`config.mk`:
```
export PLATFORM = sky130hd
export DESIGN_NAME = spi_frame_tx
export DESIGN_NICKNAME = d
export VERILOG_FILES = /design/src/rtl/lamp_pkg.sv /design/src/rtl/dck_divider.sv /design/src/rtl/spi_frame_tx.sv
export SDC_FILE = /design/constraint.sdc
export NUM_CORES = 1
export LEC_CHECK = 0
export CAP_MARGIN = 20
export CORE_ASPECT_RATIO = 0.6
export CORE_MARGIN = 2
export CORE_UTILIZATION = 45
export DETAILED_ROUTE_END_ITERATION = 16
export PLACE_DENSITY = 0.77
export SYNTH_ARGS = -nofsm -noshare
export SYNTH_HDL_FRONTEND = slang
export SYNTH_HIERARCHICAL = 1
export SYNTH_SLANG_ARGS = --single-unit
```
`constraint.sdc`:
```
create_clock -name i_clk -period 7.12 [get_ports i_clk]
set_clock_uncertainty 0.05 [all_clocks]
set_input_delay 1.068 -clock i_clk [delete_from_list [all_inputs] [get_ports i_clk]]
set_output_delay 1.068 -clock i_clk [all_outputs]
set_load 0.05 [all_outputs]
```
`src/rtl/lamp_pkg.sv`:
```
`default_nettype none
// ============================================================================
// Module      : lamp_pkg
// Description : Shared lamp link constants, FSM state encoding and helpers.
// Revision    : 1.0 - initial release
// ============================================================================
package lamp_pkg;

   localparam int unsigned c_lamp_freq     = 20_000_000;
   localparam int unsigned c_lamp_dck_freq = 100_000;
   localparam int unsigned c_lamp_bits     = 128;

   typedef enum logic [2:0] {
      ST_IDLE  = 3'd0,
      ST_SETUP = 3'd1,
      ST_LOW   = 3'd2,
      ST_HIGH  = 3'd3,
      ST_HOLD  = 3'd4,
      ST_GAP   = 3'd5
   } lamp_state_t;

   function automatic int unsigned lamp_half_period(input int unsigned freq,
                                                    input int unsigned dck_freq);
      return freq / (2 * dck_freq);
   endfunction

endpackage
`default_nettype wire

```
`src/rtl/dck_divider.sv`:
```
`default_nettype none
// ============================================================================
// Module      : dck_divider
// Description : Loadable down-counter; o_tick is high in the last of N cycles.
// Revision    : 1.0 - initial release
// ============================================================================
module dck_divider #(
   parameter int unsigned c_width = 8
) (
   input  logic               i_clk,
   input  logic               i_rst,
   input  logic               i_load,
   input  logic [c_width-1:0] i_count,
   output logic               o_tick
);

   logic [c_width-1:0] cnt_q;
   logic [c_width-1:0] cnt_d;

   // Saturates at zero so an idle divider never wraps.
   always_comb begin
      cnt_d = cnt_q;
      if (i_load) begin
         cnt_d = i_count - c_width'(1);
      end else if (cnt_q != '0) begin
         cnt_d = cnt_q - c_width'(1);
      end
   end

   always_ff @(posedge i_clk) begin
      if (i_rst) begin
         cnt_q <= '0;
      end else begin
         cnt_q <= cnt_d;
      end
   end

   assign o_tick = (cnt_q == '0);

endmodule
`default_nettype wire

```
`src/rtl/spi_frame_tx.sv`:
```
`default_nettype none
// ============================================================================
// Module      : spi_frame_tx
// Description : Fixed-length MSB-first SPI frame transmitter with CS framing.
// Revision    : 1.0 - initial release
// ============================================================================
module spi_frame_tx
   import lamp_pkg::*;
#(
   parameter int unsigned c_freq     = c_lamp_freq,
   parameter int unsigned c_dck_freq = c_lamp_dck_freq,
   parameter int unsigned c_bits     = c_lamp_bits
) (
   input  logic              i_clk,
   input  logic              i_rst,
   input  logic [c_bits-1:0] i_data,
   input  logic              i_valid,
   output logic              o_ready,
   output logic              o_done,
   output logic              o_cs,
   output logic              o_dck,
   output logic              o_mosi
);

   localparam int unsigned c_half  = lamp_half_period(c_freq, c_dck_freq);
   localparam int unsigned c_div_w = $clog2(2 * c_half + 1);
   localparam int unsigned c_cnt_w = $clog2(c_bits + 1);

   localparam logic [c_div_w-1:0] c_half_cnt = c_div_w'(c_half);
   localparam logic [c_div_w-1:0] c_dbl_cnt  = c_div_w'(2 * c_half);
   localparam logic [c_cnt_w-1:0] c_bits_cnt = c_cnt_w'(c_bits);

   lamp_state_t         state_q, state_d;
   logic [c_bits-1:0]   shreg_q, shreg_d;
   logic [c_cnt_w-1:0]  count_q, count_d;
   logic                cs_q, cs_d;
   logic                dck_q, dck_d;
   logic                mosi_q, mosi_d;
   logic                done_q, done_d;
   logic                ready_q, ready_d;

   logic                w_tick;
   logic                w_div_load;
   logic [c_div_w-1:0]  w_div_count;

   // Every state change restarts the divider with the new state's duration.
   assign w_div_load  = (state_d != state_q);
   assign w_div_count = ((state_d == ST_LOW) || (state_d == ST_HIGH)) ? c_half_cnt : c_dbl_cnt;

   dck_divider #(
      .c_width (c_div_w)
   ) u_dck_divider (
      .i_clk   (i_clk),
      .i_rst   (i_rst),
      .i_load  (w_div_load),
      .i_count (w_div_count),
      .o_tick  (w_tick)
   );

   always_comb begin
      state_d = state_q;
      shreg_d = shreg_q;
      count_d = count_q;
      done_d  = 1'b0;

      case (state_q)
         ST_IDLE: begin
            if (i_valid) begin
               shreg_d = i_data;
               count_d = c_bits_cnt;
               state_d = ST_SETUP;
            end
         end
         ST_SETUP: begin
            if (w_tick) state_d = ST_LOW;
         end
         ST_LOW: begin
            if (w_tick) state_d = ST_HIGH;
         end
         ST_HIGH: begin
            if (w_tick) begin
               if (count_q != '0) count_d = count_q - c_cnt_w'(1);
               shreg_d = shreg_q << 1;
               state_d = (count_d == '0) ? ST_HOLD : ST_LOW;
            end
         end
         ST_HOLD: begin
            if (w_tick) begin
               state_d = ST_GAP;
               done_d  = 1'b1;
            end
         end
         ST_GAP: begin
            if (w_tick) state_d = ST_IDLE;
         end
         default: state_d = ST_IDLE;
      endcase

      // CS and ready follow the next state; DCK and MOSI trail the state by one cycle.
      cs_d    = (state_d == ST_IDLE) || (state_d == ST_GAP);
      ready_d = (state_d == ST_IDLE);
      dck_d   = (state_q == ST_HIGH);
      mosi_d  = ((state_q == ST_LOW) || (state_q == ST_HIGH)) && shreg_q[c_bits-1];
   end

   always_ff @(posedge i_clk) begin
      if (i_rst) begin
         state_q <= ST_IDLE;
         shreg_q <= '0;
         count_q <= '0;
         cs_q    <= 1'b1;
         dck_q   <= 1'b0;
         mosi_q  <= 1'b0;
         done_q  <= 1'b0;
         ready_q <= 1'b1;
      end else begin
         state_q <= state_d;
         shreg_q <= shreg_d;
         count_q <= count_d;
         cs_q    <= cs_d;
         dck_q   <= dck_d;
         mosi_q  <= mosi_d;
         done_q  <= done_d;
         ready_q <= ready_d;
      end
   end

   assign o_ready = ready_q;
   assign o_done  = done_q;
   assign o_cs    = cs_q;
   assign o_dck   = dck_q;
   assign o_mosi  = mosi_q;

endmodule
`default_nettype wire

```
### After elaboration in Yosys (flattened, before gate mapping)

Index checks and enable logic that the tools add are counted.

| storage, ports and cells | value |
|---|---|
| flip-flop bits (word level) | 152 |
| bits of input ports | 131 |
| output and inout port bits | 5 |
| logic and storage cells | 59 |

| operators by class | value |
|---|---|
| $add $sub $neg | 3 |
| eq/ne operators | 11 |
| muxes and demuxes | 21 |
| bitwise gates (word level) | 1 |
| reductions and logical operators | 14 |

Operators by type and width:

| operator | number |
|---|---|
| $mux 128 | 2 |
| $pmux 128 s2 | 1 |
| $mux 8 | 8 |
| $sub 8x1->8 const B | 3 |
| $mux 3 | 7 |
| $pmux 3 s6 | 1 |
| $logic_not 8->1 | 2 |
| $pmux 8 s2 | 1 |
| $reduce_bool 8->1 | 2 |
| $eq 3x2->1 const B | 4 |
| $eq 3x3->1 const B | 3 |
| $logic_not 3->1 | 2 |
| $reduce_bool 2->1 | 2 |
| $eq 3x1->1 const B | 1 |
| $logic_or 1x1->1 | 3 |
| $ne 3x3->1 | 1 |
| $reduce_and 3->1 | 1 |
| $ne 2x1->1 const B | 1 |
| $ne 2x2->1 const B | 1 |
| $reduce_or 2->1 | 1 |
| $logic_and 1x1->1 | 1 |
| $mux 1 | 1 |
| $not 1->1 | 1 |

### Logic depth before layout (Yosys ltp)

Gate-level depths: netlist of the first run.

| logic depth | value |
|---|---|
| depth in word-level cells | 13 |
| gate-level depth with buffers | 14 |
| mapped depth without buffers | 11 |

### Hierarchy

Netlist of the first run, hierarchy kept.

Modules (own cells, without submodules):

| module | times used | cells an instance | area an instance (um2) |
|---|---|---|---|
| spi_frame_tx | 1 | 689 | 6483.7 |
| dck_divider | 1 | 55 | 500.5 |

### Worst setup path before layout of the first run

No wires, ideal clock.

| path | value |
|---|---|
| kind | register -> register |
| start | register count_q[0] |
| end | register u_dck_divider.cnt_q[7] |
| arrival | 3.074 ns |
| required time | 6.939 ns |
| path slack | 3.865 ns |
| cell stages (with the launch flop) | 12 |
| buffers on the path | 0 |
| period minus slack after synthesis | 3.255 ns |
| path through | dfxtp_1 inv_1 ha_1 or4b_1 or2_2 o21ai_2 and4b_4 a211oi_1 or4b_1 a222oi_1 xor2_1 nor2_1 |

| on the way | value |
|---|---|
| longest elaborated chain between the ends | 13 |
| elaborated cells between the ends (all ways) | 17 |

Ends and longest elaborated chain:

| item | line | RTL |
|---|---|---|
| start: declaration | spi_frame_tx.sv:35 | `logic [c_cnt_w-1:0] count_q, count_d;` |
| start signal: assignment | spi_frame_tx.sv:119 | `count_q <= count_d;` |
| $sub 8x1->8 or $reduce_bool 8->1 (tied branches) | spi_frame_tx.sv:82 | `if (count_q != '0) count_d = count_q - c_cnt_w'(1);` |
| $mux 8 * | spi_frame_tx.sv:82 |  |
| $mux 8 * | spi_frame_tx.sv:81 | `if (w_tick) begin` |
| $mux 8 * | spi_frame_tx.sv:66 | `case (state_q)` |
| $logic_not 8->1 * | spi_frame_tx.sv:84 | `state_d = (count_d == '0) ? ST_HOLD : ST_LOW;` |
| $mux 3 * | spi_frame_tx.sv:84 |  |
| $mux 3 * | spi_frame_tx.sv:81 |  |
| $pmux 3 s6 * | spi_frame_tx.sv:66 |  |
| $eq 3x2->1 | spi_frame_tx.sv:48 | `assign w_div_count = ((state_d == ST_LOW) \|\| (state_d == ST_HIGH)) ? c_half_cnt : c_dbl_cnt;` |
| $logic_or 1x1->1 * | spi_frame_tx.sv:48 |  |
| $mux 8 * | spi_frame_tx.sv:48 |  |
| named net w_div_count[2] | spi_frame_tx.sv:44 | `logic [c_div_w-1:0] w_div_count;` |
| $sub 8x1->8 * | dck_divider.sv:24 | `cnt_d = i_count - c_width'(1);` |
| $mux 8 * | dck_divider.sv:23 | `if (i_load) begin` |
| end signal: assignment | dck_divider.sv:34 | `cnt_q <= cnt_d;` |
| end: declaration | dck_divider.sv:17 | `logic [c_width-1:0] cnt_q;` |

Mark *: on every way through the listed nets, which the timed path passes. The rest lies on a longest branch. The select of a mux whose other input is x is not followed.
A chain may end at the register's enable or synchronous reset.

### Worst setup path after layout of the first run

Same ends and word-level chain as after synthesis.

==> results of run 1 <==
[power groups by stage]
stage | combinational, mW | clock, mW | sequential (mW)
2_1_floorplan | 0.566 | 0 | 1.12
3_3_place_gp | 0.707 | 0 | 1.13
3_5_place_dp | 0.722 | 0 | 1.14
4_1_cts | 0.725 | 0.897 | 1.12
5_1_grt | 0.815 | 0.946 | 1.14
6_report | 0.723 | 0.879 | 1.12
[sequential cells by signal, indices dropped and copies added, names as in the netlist]
signal / count
u_dck_divider/cnt_q: 8
o_mosi: 1
o_cs: 1
shreg_q: 128
o_done: 1
count_q: 8
o_ready: 1
state_q: 3
o_dck: 1
[cell usage in the layout (no fill, tap or decap), types with 3 or more instances in the layout]
| cell | instances |
|---|---|
| inv_1 | 6 |
| mux2i_1 | 136 |
| o211a_1 | 3 |
| o21ai_0 | 9 |
| conb_1 | 9 |
| xnor2_1 | 5 |
| inv_6 | 6 |
| or4b_1 | 3 |
| xor2_1 | 3 |
| or3_1 | 5 |
| clkbuf_16 | 17 |
| a22oi_1 | 3 |
| nand3b_1 | 3 |
| nand2_1 | 6 |
| nor3_1 | 6 |
| a21oi_1 | 13 |
| ha_1 | 3 |
| dfxtp_1 | 152 |
| clkinvlp_4 | 4 |
| clkdlybuf4s50_1 | 134 |
| a211oi_1 | 128 |
| nor2_1 | 150 |
[critical path, delay by kind of cell (launching register included)]
kind	cells	cell delay, ns
AO/OA/AOI/OAI	3	0.71
XOR/XNOR	1	0.18
adder cells (fa/ha/maj)	1	0.22
buffers and inverters	1	0.15
flip-flops	1	0.37
AND/OR/NAND/NOR	5	1.90
[worst paths after layout]
kind	startpoint	to	slack, ns	depth (start not counted)
max	count_q[0]	u_dck_divider/cnt_q[7]	3.42	11
min	shreg_q[21]	shreg_q[21]	0.45	2
max reg2reg	count_q[0]	u_dck_divider/cnt_q[7]	3.42	11
min reg2reg	shreg_q[21]	shreg_q[21]	0.45	2
[logic make-up (layout without fill, tap and decap cells)]
kind of cell | Yosys count | after routing | share of synthesized area, %
other | 2 | 9 | 0.1075
AND/OR/NAND/NOR | 201 | 201 | 13.10
multiplexers | 136 | 136 | 19.49
buffers and inverters | 73 | 176 | 4.568
XOR/XNOR | 8 | 8 | 1.003
AO/OA/AOI/OAI | 169 | 169 | 17.63
flip-flops | 152 | 152 | 43.57
adder cells (fa/ha/maj) | 3 | 3 | 0.5375
[final cells by class]
cell class | count | area (um^2)
Clock buffer | 18 | 439.2
Clock inverter | 14 | 137.6
Fill cell | 1315 | 6291
Inverter | 6 | 22.52
Multi-Input combinational cell | 526 | 3656
Sequential cell | 152 | 3043
Tap cell | 203 | 254.0
Timing Repair Buffer | 138 | 1396
[stage by stage]
step	setup WS, ns	power (mW)	utilization (%)
after detailed placement	3.109	1.858	54.93
after global placement	3.174	1.840	54.93
final	3.423	2.722	58.72
after CTS	3.455	2.742	58.72
after floorplan	3.865	1.684	-
after global routing	3.119	2.904	58.72
[routing by layer]
layer,vias to the layer above,GRT usage [%],routed length [um]
met5,-,0,13
met4,2,5.017,121
met3,12,4.484,704
met2,103,25.97,6281
met1,2498,29.29,8291
li1,2906,-,-
==> flow_summary_export.csv, run 1 <==
group,metric,value,unit
layout,drive_gt1_share,5.269,%
timing,slew_viol_final,0,
synthesis,yosys.area.top_type,"dfxtp_1",
clocking,cts_buffers,17,
power,clkPwrFrac,32.3,%
synthesis,synth_enable_flop_cells,0,
power,power_frac_comb,26.5,%
critical_path,endpoint_kind,"flop",
critical_path,worstPathMaxFanout,6,
global_routing,antenna_found_initial,1,
layout,stdcell_area,8949,um^2
synthesis,syn_area,6984,um^2
global_routing,track_usage,18.93,%
routing,drt_iter0_drc,364,
placement,dp_cells,1025,
global_routing,grt_max_degree,153,
synthesis,async_flop_share,0,%
critical_path,crit_required,7.35,ns
critical_path,critical_path.most_common_cell,"or4b_1",
synthesis,ys_types,53,
critical_path,slowest_delay,0.63,ns
synthesis,synthTopCellsByCount,"dfxtp_1, nor2_1, mux2i_1, a211oi_1, clkbuf_1",
routing,vias_per_cell,5.223,
timing,setup_viol,0,
timing,post-route-period-util,51.92,%
synthesis,yosysMostFrequentCell,"dfxtp_1",
job,drv_cap,0,
clocking,cts.repair.resized,0,
global_routing,grt-ovfl-total,0,
critical_path,cpMaxStageDelayCell,"or4b_1",
placement,gp_congestion,0.7820,
outcome,run_status,"finished, final reports clean",
timing,rsz0062_at_grt,"false",
layout,post_layout_nonfiller_instances,1057,
layout,area_growth,28.13,%
timing,slew_headroom,31.86,%
clocking,clk_pin_slew_worst_paths,0.07,ns
timing,holdWs,0.4459,ns
critical_path,crit_chain,"inv_1 -> ha_1 -> or4b_1 -> or3_1 -> o31ai_1 -> and4b_4 -> a211oi_1 -> or4b_1 -> a222oi_1 -> xor2_1 -> nor2_1",
clocking,cts_setup_buffers,0,
power,leakage,4.167,nW
clocking,root_buffer,"clkbuf_16",
layout,diodes,0,
timing,clock.fmax,270.5,MHz
power,vdd_drop_max,0.0001658,V
global_routing,grt_pass1_vias,4990,
timing,worst_pin_slew,1.022,ns
routing,drc,0,
clocking,cts_tree,"done",
synthesis,yosysSeqAreaShare,43.57,%
power,p_switching,0.8647,mW
critical_path,crit_type,"reg -> reg",
floorplanning,core-area,15240,um^2
synthesis,avgSynthCellArea,9.387,um^2
clocking,clock_sinks,152,
power,powerDensity,304.2,nW/um^2
clocking,cts.htree.levels,4,
synthesis,synth_seq_cells,152,
synthesis,synth_area_leaders,"dfxtp_1, mux2i_1, a211oi_1",
timing,final.setup.tns,0,ns
critical_path,startpoint_type,"flop",
layout,nNetsFinal,975,
routing,first_pass_iters,4,
global_routing,grt_pass1_wl,25120,um
timing,hold_viol,0,
floorplanning,ios,136,
placement,io_buffers,135,
synthesis,netlist_instances,744,
synthesis,yosys_most_used_dff,"dfxtp_1",
power,netSwitchingFraction,31.77,%
clocking,cts_hold_buf,0,
routing,vias,5521,
routing,totalWireLength,15410,um
power,internal_power,1.857,mW
synthesis,yosysWarnings,6,
floorplanning,std_cell_rows,35,
floorplanning,start_util,45.83,%
floorplanning,die_y,100.5,um
placement,placed_cell_area,8372,um^2
timing,period_minus_slack,3.697,ns
synthesis,synth_top_area_share,43.57,%
placement,dp_hpwl,9932,um
critical_path,cp_data_arrival_time,3.92,ns
power,seqPwrFrac,41.2,%
clocking,cts_buffer_depth,2,
routing,detail_route.wl_per_cell,14.58,um
routing,ant_nets,0,
floorplanning,die_area,16570,um^2
clocking,clk_latency,0.41,ns
floorplanning,die_w,164.8,um
worst_hold_path,hp-class,"reg -> reg",
No activity file was read; power rests on OpenSTA's default activity.
==> inputs of run 2 (changes only) <==
==> constraint.sdc (replaced) <==
create_clock -name i_clk -period 3.65 [get_ports i_clk]
set_clock_uncertainty 0.05 [all_clocks]
set_input_delay 0.5475 -clock i_clk [delete_from_list [all_inputs] [get_ports i_clk]]
set_output_delay 0.5475 -clock i_clk [all_outputs]
set_load 0.05 [all_outputs]
==> run 2 against run 1 <==
  * Die area unchanged
  * Combinational power increased by 100%
  * Final cell count increased by 0.66%
  * Worst setup slack got worse by 3.2 ns
  * Maximum frequency increased by 6.9%
  * Non-clock buffer count increased by 7
  * Power increased by 100%
  * Clock power increased by 110%
  * Wire length increased by 2.0%
  * Sequential cell count unchanged
  * Cell area increased by 1.6%
  * Hold slack improved by 0.0021 ns
  * Critical path type unchanged
  * Largest cell class unchanged
  * Highest routed layer is now met4
==> flow_summary_export.csv, run 2 (synthesized netlist as in run 1, its figures left out) <==
group,metric,value,unit
outcome,run_status,"finished, final reports clean",
placement,pre_cts_slack,0.1399,ns
global_routing,grt_pass1_vias,5041,
placement,placed_cell_area,8462,um^2
power,power_frac_comb,26.4,%
worst_hold_path,min-delay-start,"shreg_q[33]",
layout,layout_common_cells,"dfxtp_1, nor2_1, mux2i_1, clkdlybuf4s50_1, a211oi_1",
clocking,cts_buffers,17,
placement,gp_congestion,0.8314,
floorplanning,die_area,16570,um^2
global_routing,track_usage,19.29,%
power,internal_power,3.789,mW
critical_path,cpMaxStageDelayCell,"or4b_1",
layout,seq_area,3043,um^2
timing,setup_viol,0,
global_routing,grt_pass1_wl,25700,um
timing,slew_headroom,60.57,%
power,clkPwrFrac,34.0,%
clocking,clock_sinks,152,
clocking,root_buffer,"clkbuf_16",
timing,rsz0062_at_grt,"false",
critical_path,worstPathMaxFanout,6,
floorplanning,core-area,15240,um^2
layout,stdcell_area,9095,um^2
placement,io_buffers,135,
layout,nFillCells,1295,
clocking,cts_setup_buffers,0,
layout,post_layout_nonfiller_instances,1064,
clocking,clk_latency,0.40,ns
critical_path,crit_type,"reg -> reg",
layout,largest_reg_flops,128,
critical_path,ff2ff_path_depth,11,
placement,dp_hpwl,10410,um
worst_hold_path,hp-class,"reg -> reg",
layout,layout.cells.most_common,"dfxtp_1",
power,seqPwrFrac,39.6,%
routing,drt_iter0_drc,404,
clocking,cts.htree.levels,4,
timing,clock.fmax,289.1,MHz
critical_path,cp_data_arrival_time,3.68,ns
routing,ant_nets,0,
power,p_switching,1.716,mW
routing,vias,5609,
critical_path,crit-reg2reg-launch,"count_q[1]",
power,finalPower,5.506,mW
routing,drc,0,
timing,post-route-period-util,94.78,%
clocking,clk_pin_slew_worst_paths,0.07,ns
critical_path,r2r-end,"u_dck_divider/cnt_q[7]",
placement,dp_cells,1032,
floorplanning,std_cell_rows,35,
routing,totalWireLength,15720,um
routing,vias_per_cell,5.272,
timing,slew_viol_final,0,
critical_path,worst-path-buf-inv,1,
critical_path,r2r_slack,0.19,ns
global_routing,antenna_found_initial,0,
floorplanning,ios,136,
layout,multiInputGateArea,3662,um^2
timing,setup_ws,0.1904,ns
clocking,cts.repair.resized,0,
critical_path,crit_family,"simple AND/OR/NAND/NOR gates",
timing,worst_pin_slew,0.5875,ns
global_routing,grt_max_degree,83,
critical_path,crit_chain,"inv_1 -> ha_2 -> or4b_4 -> or2_2 -> o21ai_2 -> and4b_4 -> a211oi_1 -> or4b_1 -> a222oi_1 -> xor2_1 -> nor2_1",
floorplanning,die_w,164.8,um
power,netSwitchingFraction,31.17,%
layout,area_growth,30.22,%
timing,final.setup.tns,0,ns
timing,hold_viol,0,
floorplanning,start_util,45.83,%
critical_path,startpoint_type,"flop",
worst_hold_path,min_to,"shreg_q[33]",
layout,drive_gt1_share,6.388,%
job,drv_cap,0,
floorplanning,die_y,100.5,um
worst_hold_path,min_path_cells,2,
routing,detail_route.wl_per_cell,14.78,um
layout,regMostFlops,"shreg_q",
power,vdd_drop_max,0.0003110,V
critical_path,slowest_delay,0.59,ns
clocking,cts_tree,"done",
routing,first_pass_iters,4,
power,leakage,4.246,nW
clocking,cts_hold_buf,0,
timing,period_minus_slack,3.460,ns
critical_path,crit_required,3.87,ns
clocking,cts_buffer_depth,2,
power,powerDensity,605.3,nW/um^2
layout,diodes,0,
critical_path,endpoint_kind,"flop",
layout,nNetsFinal,982,
global_routing,grt-ovfl-total,0,
layout,reg.largest.list,"shreg_q: 128 flops, count_q: 8 flops, u_dck_divider/cnt_q: 8 flops",
==> run 2: worst max path at each step <==
stage | start | end | cells past startpoint
2_1_floorplan | count_q[0] | u_dck_divider/cnt_q[7] | 11
3_3_place_gp | count_q[0] | u_dck_divider/cnt_q[7] | 11
3_5_place_dp | count_q[0] | u_dck_divider/cnt_q[7] | 11
4_1_cts | count_q[0] | u_dck_divider/cnt_q[7] | 11
5_1_grt | count_q[1] | u_dck_divider/cnt_q[7] | 11
6_report | count_q[1] | u_dck_divider/cnt_q[7] | 11
==> run 2: per-stage QoR <==
| stage | utilization, % | hold slack, ns |
|---|---|---|
| final | 59.68 | 0.4480 |
| after global routing | 59.68 | 0.4611 |
| after CTS | 59.64 | 0.4485 |
| after detailed placement | 55.53 | 0.4402 |
| after global placement | 55.53 | 0.4334 |
| after floorplan | - | 0.3964 |
==> run 2: power by group through the flow <==
stage                     clock network [mW]  logic, mW  registers (mW)
after floorplan                            0       1.10            2.18
after global placement                     0       1.42            2.21
after detailed placement                   0       1.45            2.21
after CTS                               1.91       1.46            2.18
after global routing                    1.98       1.64            2.22
final                                   1.87       1.45            2.18
==> run 2: tightest hold or removal path, cell delays in order (launching register included) <==
cell and delay (ns):
dfxtp_1 0.31, nor2_1 0.09, a211oi_1 0.05
==> run 2: cell type report <==
cell class                 count  area share, %
clock buffer                  17          4.677
clock inverter                15          2.215
inverter                       6         0.2476
multi-input combinational    526          40.27
sequential                   152          33.46
tap                          203          2.793
timing repair buffer         145          16.34
==> run 2: routing by layer <==
metal  global-route usage, %  part of all wire (%)  vias up  routed length [um]
met5                       0                     0        -                   0
met3                   3.579                   4.9       15                 771
li1                        -                     -     2934                   -
met4                   5.284                   1.2        0                 183
met1                   30.30                    54     2534                8448
met2                   26.59                    40      126                6317
==> inputs of run 3 (changes only) <==
--- a/config.mk
+++ b/config.mk
@@ -10,6 +10,7 @@
 export CORE_MARGIN = 2
 export CORE_UTILIZATION = 45
 export DETAILED_ROUTE_END_ITERATION = 16
+export HOLD_SLACK_MARGIN = 0.02
 export PLACE_DENSITY = 0.77
 export SYNTH_ARGS = -nofsm -noshare
 export SYNTH_HDL_FRONTEND = slang
==> constraint.sdc (replaced) <==
create_clock -name i_clk -period 3.65 [get_ports i_clk]
set_clock_uncertainty 0.05 [all_clocks]
set_input_delay 0.9125 -clock i_clk [delete_from_list [all_inputs] [get_ports i_clk]]
set_output_delay 0.9125 -clock i_clk [all_outputs]
set_load 0.05 [all_outputs]
==> run 3 against run 2 <==
  * Count of clock-buffer cells in the layout unchanged
  * First-iteration DRC count decreased by 3.5%
  * Non-clock buffer count unchanged
  * Highest routed layer is now met5
==> flow_summary_export.csv, run 3 (synthesized netlist as in run 1, its figures left out) <==
group,metric,value,unit
critical_path,r2r-end,"u_dck_divider/cnt_q[7]",
timing,hold_viol,0,
timing,setup_viol,0,
timing,post-route-period-util,93.13,%
routing,detail_route.wl_per_cell,14.86,um
power,powerDensity,598.2,nW/um^2
clocking,root_buffer,"clkbuf_16",
timing,worst_pin_slew,0.5843,ns
layout,post_layout_nonfiller_instances,1064,
power,leakage,4.231,nW
timing,clock.fmax,294.2,MHz
placement,gp_congestion,0.9014,
critical_path,ff2ff_path_depth,11,
layout,largest_reg_flops,128,
placement,io_buffers,135,
critical_path,worstPathMaxFanout,6,
floorplanning,std_cell_rows,35,
layout,utilization,59.52,%
critical_path,cp_data_arrival_time,3.64,ns
global_routing,antenna_found_initial,1,
floorplanning,die_area,16570,um^2
layout,nNetsFinal,982,
global_routing,track_usage,19.46,%
clocking,cts.htree.levels,4,
timing,rsz0062_at_grt,"false",
floorplanning,die_y,100.5,um
routing,first_pass_iters,5,
timing,period_minus_slack,3.399,ns
worst_hold_path,min-delay-start,"shreg_q[127]",
outcome,run_status,"finished, final reports clean",
global_routing,grt_max_degree,117,
routing,vias,5616,
critical_path,crit_type,"reg -> reg",
timing,slew_headroom,61.05,%
routing,drt_iter0_drc,390,
floorplanning,ios,136,
routing,ant_nets,0,
layout,area_growth,29.88,%
worst_hold_path,min_path_cells,1,
layout,diodes,0,
timing,slew_viol_final,0,
power,vdd_drop_max,0.0002712,V
routing,drc,0,
clocking,cts_tree,"done",
layout,nFillCells,1311,
layout,regMostFlops,"shreg_q",
clocking,clock_sinks,152,
timing,final.setup.tns,0,ns
global_routing,grt_pass1_wl,25850,um
layout,layout_common_cells,"dfxtp_1, nor2_1, mux2i_1, clkdlybuf4s50_1, a211oi_1",
clocking,cts_buffer_depth,2,
clocking,clk_pin_slew_worst_paths,0.07,ns
placement,dp_hpwl,10570,um
job,drv_cap,0,
clocking,cts_setup_buffers,0,
layout,drive_gt1_share,6.504,%
timing,holdWs,0.4350,ns
floorplanning,core-area,15240,um^2
critical_path,crit-reg2reg-launch,"count_q[0]",
critical_path,startpoint_type,"flop",
layout,reg.largest.list,"shreg_q: 128 flops, count_q: 8 flops, u_dck_divider/cnt_q: 8 flops",
placement,pre_cts_slack,0.1098,ns
timing,setup_ws,0.2508,ns
floorplanning,start_util,45.83,%
critical_path,endpoint_kind,"flop",
routing,totalWireLength,15810,um
critical_path,crit_required,3.89,ns
clocking,cts_buffers,17,
floorplanning,die_w,164.8,um
clocking,clk_latency,0.41,ns
critical_path,r2r_slack,0.25,ns
routing,vias_per_cell,5.278,
global_routing,grt_pass1_vias,5133,
worst_hold_path,min_to,"o_mosi",
layout,layout.cells.most_common,"dfxtp_1",
global_routing,grt-ovfl-total,0,
placement,dp_cells,1032,
worst_hold_path,hp-class,"reg -> reg",
## run 3: critical path, cell delays in order (launching register included)
cell and delay (ns):
dfxtp_1 0.36, inv_2 0.11, ha_1 0.21, or4b_4 0.51
or2_2 0.31, o21ai_2 0.12, and4b_4 0.29, a211oi_2 0.12
or4b_1 0.54, a222oi_1 0.42, xor2_1 0.19, nor2_1 0.05
## run 3: per-stage QoR
stage          cell area (um^2)  total power [mW]
4_1_cts                    9060             5.466
2_1_floorplan              7010             3.284
3_5_place_dp               8449             3.660
3_3_place_gp               8449             3.624
6_report                   9071             5.426
5_1_grt                    9071             5.769
## run 3: final cells by class
class	count	area (um^2)	share of cell area, %
clock buffer	17	425.4	4.690
clock inverter	15	185.2	2.041
inverter	6	22.52	0.2483
multi-input combinational	526	3667	40.43
sequential	152	3043	33.54
tap	203	254.0	2.800
timing repair buffer	145	1474	16.25
## run 3: power breakdown
part / internal [mW] / total (mW) / switching, mW
sequential: 1.99 / 2.19 / 0.194
clock: 0.987 / 1.79 / 0.802
combinational: 0.681 / 1.45 / 0.770
total: 3.66 / 5.43 / 1.77
## run 3: metal layers
metal	GRT usage, %	vias to the layer above	wire [um]
met1	30.02	2550	8391
li1	-	2930	-
met2	26.81	117	6471
met3	4.319	17	735
met4	5.686	2	195
met5	0	-	13
## run 3: what timing repair did
action / CTS / global route
gates resized for setup: 0 / 4
hold buffers: 0 / 0
setup endpoints to repair: 0 / 3
## run 3: how the worst max path moves through the flow
| stage | start | end | slack [ns] | cells past startpoint |
|---|---|---|---|---|
| global route | count_q[1] | u_dck_divider/cnt_q[7] | 0.04 | 11 |
| CTS | count_q[0] | u_dck_divider/cnt_q[7] | 0.09 | 11 |
| detailed placement | count_q[0] | u_dck_divider/cnt_q[7] | 0.11 | 11 |
| finish | count_q[0] | u_dck_divider/cnt_q[7] | 0.25 | 11 |
| global placement | count_q[0] | u_dck_divider/cnt_q[7] | 0.17 | 11 |
| floorplan | count_q[0] | u_dck_divider/cnt_q[7] | 0.40 | 11 |
